**src/rtl/regfile_mp.sv**
```systemverilog
// rtl/regfile_mp.sv - multi-port register file with busy scoreboard and zero sweep (option: REGFILE_BYPASS_EN)
module regfile_mp #(
    parameter  int XLEN   = 64,
    parameter  int NREGS  = 32,
    parameter  int NREAD  = 2,
    parameter  int NWRITE = 1,
    localparam int AW     = $clog2(NREGS)
) (
    input  logic                    clk_i,
    input  logic                    rst_ni,
    input  logic                    clear_i,
    output logic                    ready_o,
    input  logic [NREAD*AW-1:0]     rd_addr_i,
    output logic [NREAD*XLEN-1:0]   rd_data_o,
    output logic [NREAD-1:0]        rd_busy_o,
    input  logic [NWRITE-1:0]       wr_en_i,
    input  logic [NWRITE*AW-1:0]    wr_addr_i,
    input  logic [NWRITE*XLEN-1:0]  wr_data_i,
    input  logic                    issue_en_i,
    input  logic [AW-1:0]           issue_addr_i
);

    typedef enum logic {
        ST_CLEAR = 1'b0,
        ST_RUN   = 1'b1
    } state_t;

    state_t             r_state;
    logic [AW-1:0]      r_sweep_idx;
    logic [NREGS-1:0]   r_busy;
    logic [XLEN-1:0]    r_regs [NREGS];

    assign ready_o = (r_state == ST_RUN);

    // Storage: zero one entry per cycle while sweeping, otherwise apply writebacks (last port wins)
    always_ff @(posedge clk_i) begin
        if (r_state == ST_CLEAR) begin
            r_regs[r_sweep_idx] <= '0;
        end else if (!clear_i) begin
            for (int k = 0; k < NWRITE; k++) begin
                if (wr_en_i[k] && (wr_addr_i[k*AW +: AW] != '0)) begin
                    r_regs[wr_addr_i[k*AW +: AW]] <= wr_data_i[k*XLEN +: XLEN];
                end
            end
        end
    end

    // Sweep sequencing and scoreboard; an issue overrides a same-cycle write to the same register
    always_ff @(posedge clk_i or negedge rst_ni) begin
        if (!rst_ni) begin
            r_state     <= ST_CLEAR;
            r_sweep_idx <= '0;
            r_busy      <= '0;
        end else begin
            case (r_state)
                ST_CLEAR: begin
                    r_sweep_idx <= r_sweep_idx + 1'b1;
                    if (r_sweep_idx == AW'(NREGS - 1)) begin
                        r_state     <= ST_RUN;
                        r_sweep_idx <= '0;
                    end
                end
                ST_RUN: begin
                    if (clear_i) begin
                        r_state     <= ST_CLEAR;
                        r_sweep_idx <= '0;
                        r_busy      <= '0;
                    end else begin
                        for (int k = 0; k < NWRITE; k++) begin
                            if (wr_en_i[k] && (wr_addr_i[k*AW +: AW] != '0)) begin
                                r_busy[wr_addr_i[k*AW +: AW]] <= 1'b0;
                            end
                        end
                        if (issue_en_i && (issue_addr_i != '0)) begin
                            r_busy[issue_addr_i] <= 1'b1;
                        end
                    end
                end
                default: begin
                    r_state     <= ST_CLEAR;
                    r_sweep_idx <= '0;
                end
            endcase
        end
    end

    for (genvar p = 0; p < NREAD; p++) begin : g_rd
        logic [AW-1:0]   w_ra;
        logic [XLEN-1:0] w_data;
        logic            w_busy;

        assign w_ra = rd_addr_i[p*AW +: AW];
        assign rd_data_o[p*XLEN +: XLEN] = w_data;
        assign rd_busy_o[p] = w_busy;

        // Read port: x0 and the sweep read as zero; optional forwarding from same-cycle writes
        always_comb begin
            w_data = '0;
            w_busy = 1'b0;
            if ((r_state == ST_RUN) && (w_ra != '0)) begin
                w_data = r_regs[w_ra];
                w_busy = r_busy[w_ra];
`ifdef REGFILE_BYPASS_EN
                if (!clear_i) begin
                    for (int k = 0; k < NWRITE; k++) begin
                        if (wr_en_i[k] && (wr_addr_i[k*AW +: AW] == w_ra)) begin
                            w_data = wr_data_i[k*XLEN +: XLEN];
                            w_busy = 1'b0;
                        end
                    end
                end
`endif
            end
        end
    end

endmodule

```
**config.mk**
```make
export PLATFORM = sky130hd
export DESIGN_NAME = regfile_mp
export DESIGN_NICKNAME = d
export VERILOG_FILES = /design/src/rtl/regfile_mp.sv
export SDC_FILE = /design/constraint.sdc
export NUM_CORES = 2
export LEC_CHECK = 0
export ABC_AREA = 0
export BUFFER_PORTS_ARGS = -buffer_cell sky130_fd_sc_hd__buf_2
export CAP_MARGIN = 25
export CORE_MARGIN = 2
export CORE_UTILIZATION = 57
export CTS_BUF_LIST = sky130_fd_sc_hd__clkbuf_2
export DETAILED_ROUTE_END_ITERATION = 6
export HOLD_SLACK_MARGIN = 0.05
export PLACE_DENSITY = 0.77
export SLEW_MARGIN = 20
export SYNTH_ARGS = -nofsm -noshare
export SYNTH_HDL_FRONTEND = slang
export SYNTH_SLANG_ARGS = --single-unit
```
**constraint.sdc**
```tcl
create_clock -name clk_i -period 6.1 [get_ports clk_i]
set_input_delay 0.305 -clock clk_i [delete_from_list [all_inputs] [get_ports clk_i]]
set_output_delay 0.305 -clock clk_i [all_outputs]
set_load 0.02 [all_outputs]
```
# == Word level (Yosys, flattened, before mapping) ==
# Memories as Yosys holds them, arrays and structs flattened.
# Index checks and enable logic that the tools add are counted.
# word_totals
regBits,38
mem_bits_rw,2048
inputBits,89
output_inout_bits,131
mem_count,1
# memory_table
memory,words,width,read_ports,rd_ports_with_merged_regs,write_ports,line_no,text
r_regs,32,64,2,0,1,31,logic [XLEN-1:0] r_regs [NREGS];
# op_classes
addsub,1
order_cmp,6
eq_ne,2
n_mux,31
bitwise,4
reduce_logical,11
# op_table
cell,n
$mux 64,3
$mux 32,5
$reduce_or 64->1,1
$and 32x32->32,1
$not 32->32,1
$or 32x32->32,1
$lt 5x6->1 const B,4
$reduce_bool 5->1,4
$mux 5,3
$mux 1,14
$bmux 1 s5,2
$demux 1 s5,2
$ge 5x1->1 const B,2
$pmux 5 s2,1
$logic_and 1x1->1,6
$add 5x1->5 const B,1
$eq 5x5->1 const B,1
$ne 2x2->1 const B,1
$pmux 1 s2,1
$not 1->1,1

# == Longest topological paths before layout ==
# depth
depth_word,12
ltp_mapped,10
mapped_depth_nobuf,6

# == Least setup slack after synthesis ==
# Ideal clock, no wire load.
# synth_timing
path_kind,register to register
startpoint,"register r_state, in the netlist ready_o"
endpoint,memory r_regs[8][0] (enable)
setup_ps,565
arrival_ps,5915
setup_slack_ps,-380
path_stages_with_launch,7
n_path_buf,2
synth_period_minus_slack_ps,6480
cell_sequence,dfrtp_1 > buf_2 > nand3b_1 > buf_2 > a2111oi_0 > nor2_1 > nor3_1
# synth_between
elab_chain_len,4
word_cells_on_any_way,6
# synth_rtl
element,line_no,text
"start, declared",28,state_t r_state;
"start signal, assigned",51,r_state <= ST_CLEAR;
"start signal, assigned",59,r_state <= ST_RUN;
"start signal, assigned",65,r_state <= ST_CLEAR;
$mux 1,37,if (r_state == ST_CLEAR) begin
$mux 1 (not written as such),42,r_regs[wr_addr_i[k*AW +: AW]] <= wr_data_i[k*XLEN +: XLEN];
$reduce_or 64->1 (no source line),-,
$mux 5 (no source line) or $mux 1 (tied branches),-,
"end, declared",31,
# Parallel ways exist; a longest one is shown, timed or not.

# == Worst setup path in the final report ==
# layout_timing
startpoint,"register r_state, in the netlist ready_o"
endpoint,output rd_data_o[127]
# layout_between
elab_chain_len,2
# layout_rtl
element,line_no,text
$logic_and 1x1->1,100,if ((r_state == ST_RUN) && (w_ra != '0)) begin
$mux 64,100,
"end, declared",14,"output logic [NREAD*XLEN-1:0] rd_data_o,"
# No other way between the ends.

==> out/results.ini <==
[status]
status = finished, violations left
violations = design-rule violations, negative setup slack

[layout]
final_cells = 8373
fin_nets = 5946
drive_above_1_share_pct = 32.7
area_growth_pct = 11.1
final_core_util_pct = 63.8

[yosys]
synth_edf_count = 2048
synth_commonest_cells = edfxtp_1 (2048), mux4_2 (779), mux2i_1 (522), a22oi_1 (392), buf_2 (182)
synth_area_sq_um = 96000
synth_top_area_share_pct = 64.0
ys_types = 49
synth_ff_type = edfxtp_1
syn_inst = 5152
synth_top_family_by_area = multiplexers
syn_avg_cell_area_sq_um = 18.6
synth_adder_area_share_pct = 0.0261
synth_compound_area_share_pct = 5.60
synth_top_area_cell = edfxtp_1
ys_top_cells_by_area = edfxtp_1 (64%), mux4_2 (18%), mux2i_1 (5.4%)
syn_nets = 5243
synthArstFlopShare_pct = 1.82
yosys.area_share.simple_pct = 3.35
synthXorXnorAreaFrac_pct = 0.0182
synthMostInstantiatedCell = edfxtp_1
yosysWarnings = 0
synth_mux_area_share_pct = 23.7
ys_seq_area_share_pct = 65.0
synth-seq-cells = 2086

[worst_setup_path]
max_stage_delay_ps = 810
crit_top_cell = buf_4
path_class = reg2out
cp_cell_sequence = nor3b_2 -> buf_4 -> and2_4 -> buf_4 -> nand2_1 -> nand4_1 -> buf_2
endpoint_kind = primary output
slowest_stage = and2_4
startpoint_type = flip-flop
r2r-start = ready_o
path_max_fanout = 34
worstPathRequired_ps = 5790
critical_path_arrival_ps = 5840
crit_start = ready_o

[hold_path]
hold_path_class = in2reg
hold_path_startpoint = wr_data_i[30]

[clock_network]
path_clk_slew_ps = 160
max-clock-path-buffers = 4
numCtsBuffers = 538
root_buffer = clkbuf_2
cts_max_level = 6
cts_sinks = 2086
clk_latency_ps = 1960
tritoncts = built

[global_route]
antenna_found_initial = 10
grt_pass1_wl_microns = 423000
grt_usage_pct = 34.1
grt_max_degree = 104
gr-total-overflow = 0
grt_pass1_vias = 62900

[sta]
rsz0062_at_grt = false
slew_headroom_pct = 12.3
period_needed_ps = 6140
maxSlewViolCount = 0
fmax_mhz = 163
skew_ps = 228
finalHoldViolCount = 0
layout_setup_ws_ps = -43.2
fin_crit_sh_pct = 101
setup_viol = 1
tightestPinTransition_ps = 1320

[power_and_ir_drop]
power.internal_mw = 22.7
clock_power_share_pct = 28.9
p_switching_mw = 9.55
comb_power_share_pct = 16.1
vdd_drop_max_v = 0.000273
leakagePower_nw = 37.0
cellPowerDensity_nw_per_um2 = 302
p_seq_share_pct = 55.1
p_total_mw = 32.2
swShare_pct = 29.6

[placement]
port-buffer-count = 219
place.gp.congestion = 0.902
dpl_worst_slack_ps = 1850
dp.final_hpwl_microns = 162000
post-place-cells = 7290

[detailed_routing]
ant_nets = 0
totalWireLength_microns = 296000
dr.pass1.iters = 7
via_per_inst = 7.39
vias = 61800
wl_per_cell_microns = 35.3
drcViolationCount = 5
drtIter0Drc = 9612

[floorplan]
num_rows = 150
pin_count = 220
die_w_microns = 414
core_sq_um = 167000
dieArea_sq_um = 172000
die_h_microns = 414
start_util_pct = 57.4

[job]
drv_cap = 0

[final cells by class]
class	count	area (sq um)
Sequential cell	2086	62500
Fill cell	11300	60500
Multi-Input combinational cell	2636	31800
Timing Repair Buffer	590	5200
Clock buffer	732	3660
Tap cell	2204	2760
Clock inverter	112	754
Antenna cell	10	25.0
Inverter	3	11.3
[power groups by stage]
stage | clock, mW | combinational (mW) | sequential, mW
6_report | 9.30 | 5.17 | 17.7
5_1_grt | 10.1 | 5.31 | 17.8
4_1_cts | 9.34 | 5.06 | 17.7
3_5_place_dp | 0 | 4.95 | 18.0
3_3_place_gp | 0 | 4.86 | 17.9
2_1_floorplan | 0 | 2.95 | 17.9
[cells in the final DEF (no fill, tap or decap), types with 7 or more instances in the layout]
master,n
a22oi_1,392
mux4_2,779
buf_8,25
dfrtp_1,37
dlygate4sd3_1,199
and2_1,52
clkbuf_2,732
nor2b_1,8
nor2_1,18
nand3_1,136
edfxtp_1,2048
buf_12,43
a32o_1,30
inv_2,11
diode_2,10
bufinv_16,12
nor2_4,34
nand4_1,130
and2_2,16
clkinv_2,7
buf_4,101
a31oi_1,131
mux2i_1,522
nand2b_1,7
nand2_1,169
a22o_1,132
clkinv_1,80
buf_2,216
[flip-flops by register name, summed over array words and instances, names as in the netlist]
signal / flops
ready_o: 1
r_sweep_idx: 5
r_regs: 2048
r_busy: 32
[path summary, 6_finish.rpt]
check / end / slack [ps] / cells past startpoint
hold reg to reg: r_busy[0] / 540 / 1
setup reg to reg: r_regs[11][60] / 1750 / 5
min in group asynchronous: ready_o / 540 / 6
setup / recovery: rd_data_o[127] / -40 / 7
max in group asynchronous: r_busy[0] / 5150 / 6
hold / removal: r_regs[10][30] / 70 / 4
[per-layer routing]
metal	vias to the layer above	track usage, %	share of wire (%)
met5	-	0.0278	0.024
met4	10	19.5	5.9
met3	1116	9.22	13
met2	5282	53.8	48
met1	31600	43.1	33
li1	23900	-	-
[stage by stage]
step / area [sq um] / setup TNS, ps / hold slack, ps
finish: 107000 / -43.2 / 74.9
detailed placement: 99800 / 0 / 447
global placement: 99600 / 0 / 454
CTS: 106000 / 0 / 50.8
global route: 107000 / 0 / 40.7
floorplan: 96000 / -92490 / 9.41
[cell families after synthesis]
logic type / after synthesis
DFF: 2086
and+or+nand+nor: 620
buffers and inverters: 431
adders and majority gates: 2
AOI/OAI and AO/OA: 710
xor gates and xnor gates: 2
muxes: 1301
[worst max-delay path: cells and delay by family (launching register included)]
family,cells,cell delay (ps)
and+or+nand+nor,4,1710
buffers and inverters,3,1370
DFF,1,730
[repair_timing]
item                                     CTS  global route
setup buffers                              0             0
endpoints found under the setup margin     7             2
cloned                                     1             0
gates resized for setup                    0             1
hold endpoints to repair                3641            19
pin swaps                                  1             0
hold buffers                             196             4
Power figures use the tool's default switching activity.
